[config.mk]
export PLATFORM = sky130hd
export DESIGN_NAME = restoring_divider
export DESIGN_NICKNAME = d
export VERILOG_FILES = /design/src/rtl/div_pkg.sv /design/src/rtl/div_step.sv /design/src/rtl/restoring_divider.sv
export SDC_FILE = /design/constraint.sdc
export NUM_CORES = 1
export LEC_CHECK = 0
export CORE_MARGIN = 4
export CORE_UTILIZATION = 30
export CTS_CLUSTER_SIZE = 8
export DETAILED_ROUTE_END_ITERATION = 8
export GPL_TIMING_DRIVEN = 0
export PLACE_DENSITY = 0.58
export SLEW_MARGIN = 25
export SYNTH_ARGS = -nofsm -noshare
export SYNTH_HDL_FRONTEND = slang
export SYNTH_SLANG_ARGS = --single-unit
[constraint.sdc]
create_clock -name clk -period 2.45 [get_ports clk]
set_input_delay 0.245 -clock clk [delete_from_list [all_inputs] [get_ports clk]]
set_output_delay 0.245 -clock clk [all_outputs]
set_load 0.01 [all_outputs]
[src/rtl/div_pkg.sv]
// Shared types and sizing for the iterative restoring divider.
// Signedness is selected by the DIV_SIGNED_EN macro in the top module.
package div_pkg;

   localparam int unsigned DIV_W = 16;

   function automatic int unsigned cnt_width(input int unsigned w);
      return $clog2(w) + 1;
   endfunction

   localparam int unsigned DIV_CNT_W = cnt_width(DIV_W);

   typedef enum logic [1:0] {
      IDLE = 2'd0,
      CALC = 2'd1,
      FIX  = 2'd2,
      DONE = 2'd3
   } div_state_e;

endpackage

[src/rtl/div_step.sv]
// One combinational restoring-division iteration on magnitudes.
// The partial remainder a is WIDTH+1 bits, and the sign of the trial subtract selects restore.
module div_step
   import div_pkg::*;
#(
   parameter int unsigned WIDTH = DIV_W
) (
   input  logic [WIDTH:0]   a,
   input  logic [WIDTH-1:0] q,
   input  logic [WIDTH-1:0] d,
   output logic [WIDTH:0]   a_nxt,
   output logic [WIDTH-1:0] q_nxt
);

   logic [WIDTH:0] a_sh;
   logic [WIDTH:0] t;

   always_comb begin
      // The top bit of a drops out of the shifted {A,Q} pair.
      a_sh = (WIDTH+1)'({a, q[WIDTH-1]});
      t    = a_sh - {1'b0, d};
      if (!t[WIDTH]) begin
         a_nxt = t;
         q_nxt = {q[WIDTH-2:0], 1'b1};
      end else begin
         a_nxt = a_sh;
         q_nxt = {q[WIDTH-2:0], 1'b0};
      end
   end

endmodule

[src/rtl/restoring_divider.sv]
// Iterative restoring divider returning {remainder, quotient} with a fixed WIDTH+2 cycle latency.
// Define DIV_SIGNED_EN for two's-complement operands; otherwise operands are unsigned.
module restoring_divider
   import div_pkg::*;
#(
   parameter int unsigned WIDTH = DIV_W
) (
   input  logic                 clk,
   input  logic                 rst,
   input  logic                 parser_done,
   input  logic [WIDTH-1:0]     src1,
   input  logic [WIDTH-1:0]     src2,
   output logic [2*WIDTH-1:0]   calc_res,
   output logic                 div_done,
   output logic                 div_by_zero,
   output logic                 div_ovf
);

   localparam int unsigned CNT_W = cnt_width(WIDTH);

   div_state_e       state;
   div_state_e       state_nxt;
   logic [CNT_W-1:0] cnt;
   logic [WIDTH:0]   acc;
   logic [WIDTH:0]   acc_nxt;
   logic [WIDTH-1:0] quo;
   logic [WIDTH-1:0] quo_nxt;
   logic [WIDTH-1:0] dvs;
   logic [WIDTH-1:0] dividend;
   logic             zero_q;

   logic             start_c;
   logic             step_c;
   logic             fix_c;
   logic             last_c;
   logic [WIDTH-1:0] mag1_c;
   logic [WIDTH-1:0] mag2_c;
   logic [WIDTH-1:0] q_fix_c;
   logic [WIDTH-1:0] r_fix_c;

`ifdef DIV_SIGNED_EN
   localparam logic [WIDTH-1:0] MIN_VAL = {1'b1, {(WIDTH-1){1'b0}}};

   logic neg1;
   logic neg2;
   logic ovf_q;
`endif

   div_step #(.WIDTH(WIDTH)) u_step (
      .a     (acc),
      .q     (quo),
      .d     (dvs),
      .a_nxt (acc_nxt),
      .q_nxt (quo_nxt)
   );

   assign last_c = (cnt == CNT_W'(WIDTH - 1));

   // State register
   always_ff @(posedge clk) begin
      if (rst) begin
         state <= IDLE;
      end else begin
         state <= state_nxt;
      end
   end

   // Next-state logic
   always_comb begin
      state_nxt = state;
      case (state)
         IDLE:    if (parser_done) state_nxt = CALC;
         CALC:    if (last_c)      state_nxt = FIX;
         FIX:     state_nxt = DONE;
         DONE:    state_nxt = IDLE;
         default: state_nxt = IDLE;
      endcase
   end

   // Control strobes decoded from state
   always_comb begin
      start_c = 1'b0;
      step_c  = 1'b0;
      fix_c   = 1'b0;
      case (state)
         IDLE:    start_c = parser_done;
         CALC:    step_c  = 1'b1;
         FIX:     fix_c   = 1'b1;
         default: ;
      endcase
   end

   // Operand magnitudes and sign fix-up of the raw result
   always_comb begin
`ifdef DIV_SIGNED_EN
      mag1_c  = src1[WIDTH-1] ? (~src1 + WIDTH'(1)) : src1;
      mag2_c  = src2[WIDTH-1] ? (~src2 + WIDTH'(1)) : src2;
      q_fix_c = (neg1 ^ neg2) ? (~quo + WIDTH'(1)) : quo;
      r_fix_c = neg1 ? (~acc[WIDTH-1:0] + WIDTH'(1)) : acc[WIDTH-1:0];
`else
      mag1_c  = src1;
      mag2_c  = src2;
      q_fix_c = quo;
      r_fix_c = acc[WIDTH-1:0];
`endif
      if (zero_q) begin
         q_fix_c = '1;
         r_fix_c = dividend;
      end
   end

   // Datapath, counter and output registers
   always_ff @(posedge clk) begin
      if (rst) begin
         cnt         <= '0;
         acc         <= '0;
         quo         <= '0;
         dvs         <= '0;
         dividend    <= '0;
         zero_q      <= 1'b0;
         calc_res    <= '0;
         div_done    <= 1'b0;
         div_by_zero <= 1'b0;
`ifdef DIV_SIGNED_EN
         neg1        <= 1'b0;
         neg2        <= 1'b0;
         ovf_q       <= 1'b0;
         div_ovf     <= 1'b0;
`endif
      end else begin
         div_done <= fix_c;
         if (start_c) begin
            cnt      <= '0;
            acc      <= '0;
            quo      <= mag1_c;
            dvs      <= mag2_c;
            dividend <= src1;
            zero_q   <= (src2 == '0);
`ifdef DIV_SIGNED_EN
            neg1     <= src1[WIDTH-1];
            neg2     <= src2[WIDTH-1];
            ovf_q    <= (src1 == MIN_VAL) && (src2 == '1);
`endif
         end else if (step_c) begin
            cnt <= cnt + CNT_W'(1);
            acc <= acc_nxt;
            quo <= quo_nxt;
         end
         if (fix_c) begin
            calc_res    <= {r_fix_c, q_fix_c};
            div_by_zero <= zero_q;
`ifdef DIV_SIGNED_EN
            div_ovf     <= ovf_q;
`endif
         end
      end
   end

`ifndef DIV_SIGNED_EN
   assign div_ovf = 1'b0;
`endif

endmodule

==> summary.md, run 1 <==
The flow ran to the end, but the final reports show violations. The final reports fail on setup timing. The worst setup path is of the register to register kind. Yosys attributes the largest share of cell area to sky130_fd_sc_hd__dfxtp_1 42%, sky130_fd_sc_hd__nand2_1 6.7%, sky130_fd_sc_hd__a21oi_1 6.6%. STA classifies the critical path endpoint as a register.

The multi-input combinational cells in the finished layout cover a total of 2759 um2. The filler-free cell count of the finished design was 915. Counting the buffers created by CTS gives 9. The synthesized design contains 0 enable-type register cells. For the final database, setup skew stands at 0.01064 ns. For the sequential share of power, the log shows 24.0%. The area enclosed by the die boundary was 19040 um2; the clock transition at the register clock pins on the worst setup and hold paths after CTS was 0.08 ns. Synthesis produced a netlist with a net count of 658. Cell internal power was estimated by the tool at 6600 uW. The biggest area contributor in the post-synthesis netlist is sky130_fd_sc_hd__dfxtp_1. The run gives 1704 as the fill cell total of the finished layout.

Dividing the detail-routed via count by the number of cells gives 4.942. The clock tree buffer depth is 2, and the synthesis-stage register bit count is 106. For the number of unique standard cell types used by synthesis, the log shows 54. Yosys printed 0 warnings. The worst-case hold slack is 0.4545 ns. The die is 138.0 um wide. Entering global routing, the biggest net connects 20 pins. For this design the static power due to leakage is 0.002426 uW.

VDD sags by at most 0.7407 mV. In this run the standard cell core region covers 16580 um2. The portion of the post-synthesis area used by sequential elements came out at 41.87%. The number of cells in the design after placement was 887; the post-synthesis average cell area was 8.448 um2. 0 antenna diodes ended up in the layout. The signal on the critical path passes through inv_4, ha_4, fa_2, nand2b_4, a21oi_4, o21ai_4, o21a_1, a311oi_4, buf_6, buf_8, mux2i_1, a21oi_1. From synthesis to final layout, the design area changed by 30.26%. The overall die height came out at 138.0 um.

At the end of routability-driven placement, the weighted congestion stood at 0.8099. Clock tree synthesis found a total of 106 sinks. The port buffer count works out to 67.

For the H-tree depth reported by CTS, the log shows 3. At the pin with the least slew margin, the transition time is 0.6708 ns. The average detailed-routed wire length per instance came out at 16.16 um. The area of the mapped netlist was 5069 um2. Counting both buffers and inverters, the worst setup path holds a total of 3. At the end of the flow the core is filled with cells to 39.81%. In this run the power spent charging and discharging nets is 4477 uW. The worst endpoint data arrival time was 2.76 ns; the detailed router's first-iteration violation count was 257. The worst setup margin was -0.08690 ns; the I/O pin count was 70. The via count of the first global-routing pass was 4336; the number of standard cells after synthesis was 600. The share of total power dissipated in the clock network is 14.9%. The share of the clock period used by the worst path after layout is 103.5%. For the worst-skew pair, the clock arrives at the later sink with an insertion delay of 0.36 ns. The half-perimeter wire length after placement is 10980 um, and the number of slew-limit violations in the final report is 0. The remaining design rule violation count is 0, and the count of nets left with antenna violations after detail routing is 0.

The logs give 22910 um for the first-pass GRT wire length and 14780 um for the wire length reported by the detailed router. The largest fanout on the critical path works out to 6. Slowest cell on the critical path: sky130_fd_sc_hd__dfxtp_4. Timing would allow up to 394.2 MHz. Post-route minimum period: 2.537 ns. After the last flow step, the layout net total stands at 748. The tree is rooted in a sky130_fd_sc_hd__clkbuf_16.

The worst endpoint required time came out at 2.68 ns. The cell family contributing the most delay on the critical path is compound AO/OA/AOI/OAI gates. For this design the ratio of total power to cell area is 1678 nW/um2.

For this design, the CTS-stage hold fixing added 0 buffers. In this run switching power makes up 40.42% of total power. The overall overflow remaining after global route was 0.

The share of total power dissipated in combinational logic is 61.2%. TritonCTS built the clock tree. Area share of the leading cell type in the synthesized netlist: 41.87%.

The class of the tightest hold or removal check was register to register. Setup violations remaining at the end of the flow were counted as 14. The floorplan has 47 rows. In this design, the stage delay of the slowest critical-path cell is 0.38 ns. The first detailed-routing pass ran for 5 iterations. The run gives 0 as the number of antenna violations at the first check in global routing. Setup repair after global routing could not meet its margin everywhere.

The final route contains 4522 vias. Cells with a size suffix above 1 make up 10.36% of the layout. The count of final hold-check violations is 0, and the global-route usage over all layers is 15.68%. The effective utilization at floorplan was 30.56%. For this run, asynchronously set or reset flops after synthesis account for 0%.

The area used by sequential logic in the layout came out at 2130 um2. The most instantiated flip-flop cell in the synthesis netlist is sky130_fd_sc_hd__dfxtp_1. Max-cap violations in this run came to 0.

The worst register-to-register path has a setup slack of -0.09 ns. Power comes to 11080 uW. The worst setup path is launched from a register. The worst slew margin relative to its limit is 55.28%.
[registers in the layout, indices dropped and copies added, names as in the netlist, 2 cells and up]
name	cells
quo	16
acc	16
dividend	16
calc_res	32
state	2
cnt	5
dvs	16
[placed cells by master, fill, tap and decap left out, types with 9 or more instances in the layout]
cell                              Yosys  routed
sky130_fd_sc_hd__buf_4                1       9
sky130_fd_sc_hd__nand2_1             91      89
sky130_fd_sc_hd__o22ai_1             18      18
sky130_fd_sc_hd__a211oi_1            21      20
sky130_fd_sc_hd__clkbuf_1            29      29
sky130_fd_sc_hd__mux2i_1             29      29
sky130_fd_sc_hd__a21oi_1             67      66
sky130_fd_sc_hd__clkbuf_16            0       9
sky130_fd_sc_hd__o21ai_0             19      19
sky130_fd_sc_hd__clkdlybuf4s50_1      0      67
sky130_fd_sc_hd__inv_1               28      27
sky130_fd_sc_hd__nor2_1              48      48
sky130_fd_sc_hd__dfxtp_1            106     102
sky130_fd_sc_hd__ha_1                22      19
sky130_fd_sc_hd__mux2_2              14      14
[through the flow]
step	instance area, um2	TNS, ns	setup WS (ns)
floorplan	5069	0	0.01104
global placement	6015	-6.956	-0.4739
detailed placement	6015	-7.581	-0.5149
CTS	6539	-2.312	-0.1726
global route	6603	-2.851	-0.2197
finish	6603	-0.8591	-0.08690
[final cells by class]
cell class / count / area share (%)
multi-input combinational: 425 / 41.79
sequential: 106 / 32.25
timing repair buffer: 79 / 12.37
tap: 220 / 4.169
clock buffer: 9 / 3.411
buffer: 40 / 2.691
inverter: 29 / 1.687
clock inverter: 7 / 1.630
[cells in the mapped netlist, types with 2 or more instances]
cell type and n:
sky130_fd_sc_hd__a211oi_1 21, sky130_fd_sc_hd__a21o_1 3, sky130_fd_sc_hd__a21oi_1 67, sky130_fd_sc_hd__a21oi_2 2, sky130_fd_sc_hd__a31oi_1 5, sky130_fd_sc_hd__and2_1 3, sky130_fd_sc_hd__and3_1 5, sky130_fd_sc_hd__buf_1 7
sky130_fd_sc_hd__buf_6 2, sky130_fd_sc_hd__clkbuf_1 29, sky130_fd_sc_hd__dfxtp_1 106, sky130_fd_sc_hd__ha_1 22, sky130_fd_sc_hd__inv_1 28, sky130_fd_sc_hd__mux2_2 14, sky130_fd_sc_hd__mux2i_1 29, sky130_fd_sc_hd__nand2_1 91
sky130_fd_sc_hd__nand2b_1 6, sky130_fd_sc_hd__nand3_1 7, sky130_fd_sc_hd__nand3b_1 3, sky130_fd_sc_hd__nand4_1 5, sky130_fd_sc_hd__nor2_1 48, sky130_fd_sc_hd__nor2b_1 4, sky130_fd_sc_hd__nor3_1 4, sky130_fd_sc_hd__nor4_1 5
sky130_fd_sc_hd__o211ai_1 2, sky130_fd_sc_hd__o21a_1 2, sky130_fd_sc_hd__o21ai_0 19, sky130_fd_sc_hd__o22ai_1 18, sky130_fd_sc_hd__o31a_1 2, sky130_fd_sc_hd__or3_1 7, sky130_fd_sc_hd__xnor2_1 7, sky130_fd_sc_hd__xor2_1 5
[worst reg2reg max path, delay by kind of cell, from the launching register on]
family | cells | cell delay (ns)
buffers and inverters | 3 | 0.38
AOI/OAI and AO/OA | 5 | 0.81
and+or+nand+nor | 1 | 0.17
muxes | 1 | 0.18
DFF | 1 | 0.38
adders and majority gates | 2 | 0.49
[path summary, 6_finish.rpt]
path,start,end,cells after the start
max,quo[15]$_SDFFE_PP0P_,acc[3]$_SDFFE_PP0P_,12
min,dvs[14]$_SDFFE_PP0P_,dvs[14]$_SDFFE_PP0P_,2
min reg2reg,dvs[14]$_SDFFE_PP0P_,dvs[14]$_SDFFE_PP0P_,2
max reg2reg,quo[15]$_SDFFE_PP0P_,acc[3]$_SDFFE_PP0P_,12
[cells by family after synthesis]
kind of cell | count (synthesis) | share of synthesized area, %
and+or+nand+nor | 192 | 16.81
AOI/OAI and AO/OA | 154 | 19.01
DFF | 106 | 41.87
buffers and inverters | 69 | 5.505
muxes | 43 | 8.837
adders and majority gates | 23 | 5.826
xor gates and xnor gates | 12 | 2.074
other | 1 | 0.07398
[per-layer routing]
metal	global-route usage, %	share of wire (%)	up-vias
li1	-	-	2284
met1	22.23	49	2115
met2	24.43	46	102
met3	2.104	3.6	21
met4	5.543	2.3	0
met5	0	0	-
[power by group through the flow]
stage	registers [uW]	logic [uW]	clock network, uW
5_1_grt	2720	7390	1740
3_5_place_dp	2690	5250	0
4_1_cts	2650	6510	1670
2_1_floorplan	2620	3800	0
3_3_place_gp	2680	5240	0
6_report	2660	6780	1650
[repair_timing]
action,CTS,global route
setup buffers,8,2
hold endpoints to repair,0,0
setup endpoints to repair,17,17
gates cloned,2,0
pin swaps,18,14
resized for setup,16,15
(Power assumes the default switching activity.)
==> run 2: changes to the inputs <==
- PLACE_DENSITY: 0.58 -> default
- PLACE_DENSITY_LB_ADDON: default -> 0.1
==> run 2 against run 1 <==
Against the previous run:
- first-iteration DRC count grew 4.3%
- critical path depth stayed put
- die area stayed put
- largest power group unchanged
- critical path type unchanged
- sequential cell count unchanged
- the flow still finishes with violations (setup timing)
- final cell count shrank 0.44%
==> summary.md, run 2 (synthesized netlist as in run 1, its figures left out) <==
The routed via count is 4581, and the total of max-cap violations is 0. The first detailed-routing pass ran for 5 iterations. Core footprint: 16580 um2.

At the end of routability-driven placement, the weighted congestion stood at 0.8087. TritonCTS built the clock tree. At the pin with the least slew margin, the transition time is 0.7420 ns. The tools report the hold buffer count at CTS as 0. Leaving out fill and tap cells, the most frequent cells in the layout are 99 x sky130_fd_sc_hd__dfxtp_1, 91 x sky130_fd_sc_hd__nand2_1, 67 x sky130_fd_sc_hd__clkdlybuf4s50_1. Type of the worst setup path: register to register. The final reports fail on setup timing. The largest net degree at the start of global routing is 19, and the final net count is 744.

The tools report the clock tree buffer depth as 2. The logs give 4448 for the via count of the first global-routing pass and -0.05225 ns for the worst setup margin. The number of flip-flops in the largest register was 32; the worst-case hold slack was 0.4546 ns. The die is 138.0 um wide. The tools report the overall overflow remaining after global route as 0. The power per cell area was 1599 nW/um2. Kind of end point of the critical path: a register. The post-route minimum period is 2.502 ns, and the area growth from synthesis to layout is 28.44%.

The share of the clock period used by the worst path after layout was 102.1%. The wire length reported by the detailed router was 15670 um. Port buffering added 67 buffers. The number of slew-limit violations in the final report came out at 0. The root buffer cell chosen for the clock tree is sky130_fd_sc_hd__clkbuf_16. The run gives 30.56% as the effective utilization at floorplan. The worst pin sits at a relative slew slack of 50.53%. Global routing used 17.16% of the available tracks. 0 antenna diodes ended up in the layout. The logs give 0 for the count of final hold-check violations and 1749 for the fill cell total of the finished layout.

Number of antenna violations at the first check in global routing: 0. After detailed routing, the number of vias per cell comes to 5.029. Summed over all cells, the static leakage comes to 0.002373 uW. Register with the most flip-flops: calc_res. The I/O pin count was 70; the clock sink total was 106. In this run, the number of DRC markers left after iteration 0 of detailed routing was 268. The kind of start point of the critical path is a register. The final setup violation count was 9. CTS built an H-tree with a depth of 3. Data arrives at the worst endpoint at 2.73 ns.

The worst hold path belongs to the class register to register. The maximum clock skew at final layout was 0.01127 ns. The flow ran to the end, but the final reports show violations. For the first-pass GRT wire length, the log shows 24900 um. The detail route stage leaves a number of antenna-violating nets equal to 0. Leaving out fill and tap cells, the most frequent cell in the layout is sky130_fd_sc_hd__dfxtp_1. Setup repair after global routing could not meet its margin everywhere.

Cells with a size suffix above 1 make up 9.841% of the layout. The finished layout holds 911 standard cells, fillers aside. Counting the buffers created by CTS gives 9.

Summed over all nets, the half-perimeter wirelength after detailed placement is 11930 um. The floorplan step set the die height to 138.0 um. Once placement completed, the tool counted placed cells totaling 887. After detailed routing, the number of remaining DRC violations is 0. The tools report the row count as 47. Of all nets on the critical path, the largest fanout is 8. The die covers 19040 um2.

Dividing the detail-routed wire length by the instance count gives 17.21 um. After clock tree synthesis, the clock-pin slew on the worst setup and hold paths is 0.07 ns. The run gives 0.6575 mV as the worst-case vdd ir drop. The run gives 0.36 ns as the clock latency of the later-clocked register in the worst-skew pair. The run gives 399.6 MHz as the highest achievable clock rate. The worst endpoint required time came out at 2.67 ns.
-- run 2: cell count changes in the layout (fill, tap and decap cells not counted), moves of 2 or more --
| cell | before | now |
|---|---|---|
| sky130_fd_sc_hd__buf_16 | 2 | 0 |
| sky130_fd_sc_hd__buf_4 | 9 | 6 |
| sky130_fd_sc_hd__clkinv_4 | 1 | 3 |
| sky130_fd_sc_hd__dfxtp_1 | 102 | 99 |
| sky130_fd_sc_hd__dfxtp_2 | 3 | 7 |
| sky130_fd_sc_hd__inv_8 | 2 | 0 |
| sky130_fd_sc_hd__nand2_1 | 89 | 91 |
-- run 2: final cells by class --
| class | instances | area (um2) | area share (%) |
|---|---|---|---|
| buffer | 40 | 175.2 | 2.691 |
| clock inverter | 6 | 73.82 | 1.134 |
| timing repair buffer | 75 | 748.2 | 11.49 |
| sequential | 106 | 2131 | 32.73 |
| tap | 220 | 275.3 | 4.228 |
| multi-input combinational | 425 | 2759 | 42.38 |
| inverter | 29 | 108.9 | 1.672 |
| clock buffer | 10 | 239.0 | 3.671 |
-- run 2: routing by layer --
metal / vias up / global-route usage, % / part of all wire [%]
li1: 2275 / - / -
met1: 2196 / 24.92 / 49
met2: 100 / 26.27 / 45
met3: 10 / 3.774 / 5.0
met4: 0 / 3.348 / 1.2
met5: - / 0 / 0
-- run 2: critical path: stages, from the launching register on --
cell and delay, ns:
sky130_fd_sc_hd__dfxtp_2 0.35, sky130_fd_sc_hd__inv_2 0.05, sky130_fd_sc_hd__ha_4 0.16, sky130_fd_sc_hd__fa_2 0.35, sky130_fd_sc_hd__nand2b_4 0.17, sky130_fd_sc_hd__a21oi_4 0.16
sky130_fd_sc_hd__o21ai_4 0.10, sky130_fd_sc_hd__o21a_1 0.21, sky130_fd_sc_hd__a311oi_4 0.25, sky130_fd_sc_hd__buf_12 0.17, sky130_fd_sc_hd__buf_8 0.12, sky130_fd_sc_hd__mux2i_1 0.19
sky130_fd_sc_hd__a21oi_1 0.08
-- run 2: power by group --
part           switching [uW]  total, uW  internal [uW]
registers                 415       2660           2240
clock network             694       1530            834
logic                    3270       6230           2960
total                    4380      10400           6040
-- run 2: worst paths after layout --
| kind | from | endpoint | slack (ns) | cells after the start |
|---|---|---|---|---|
| setup / recovery | quo[15]$_SDFFE_PP0P_ | acc[5]$_SDFFE_PP0P_ | -0.05 | 12 |
| hold / removal | dividend[5]$_SDFFE_PP0P_ | dividend[5]$_SDFFE_PP0P_ | 0.45 | 2 |
| setup reg to reg | quo[15]$_SDFFE_PP0P_ | acc[5]$_SDFFE_PP0P_ | -0.05 | 12 |
| hold reg to reg | dividend[5]$_SDFFE_PP0P_ | dividend[5]$_SDFFE_PP0P_ | 0.45 | 2 |
-- run 2: per-stage QoR --
stage	area (um2)	util (%)	TNS (ns)	total power (uW)	worst slack (ns)
global placement	6015	36.27	-7.781	7989	-0.5185
global route	6510	39.26	-1.935	11230	-0.1728
CTS	6450	38.89	-2.094	10330	-0.1735
finish	6510	39.26	-0.3012	10410	-0.05225
detailed placement	6015	36.27	-7.994	8067	-0.5287
floorplan	5069	-	0	6422	0.01104
-- run 2: timing repair --
item,4_1_cts,5_1_grt
buffers inserted,3,3
cloned,2,0
hold endpoints to repair,0,0
pin swaps,18,5
endpoints found under the setup margin,17,19
gates resized for setup,16,13
==> run 3: changes to the inputs <==
--- a/config.mk
+++ b/config.mk
@@ -6,4 +6,5 @@
 export NUM_CORES = 1
 export LEC_CHECK = 0
+export CAP_MARGIN = 25
 export CORE_MARGIN = 4
 export CORE_UTILIZATION = 30
==> constraint.sdc (replaced) <==
create_clock -name clk -period 2.45 [get_ports clk]
set_input_delay 0.245 -clock clk [delete_from_list [all_inputs] [get_ports clk]]
set_output_delay 0.245 -clock clk [all_outputs]
set_load 0.1 [all_outputs]
==> results of run 3 <==
The final DEF is identical to that of run 2. Status: complete, but fails checks: setup timing.
Power of run 3 is left out: the tool's default activity adds up to more than one toggle a clock period on the data nets, which glitch-free logic cannot reach.
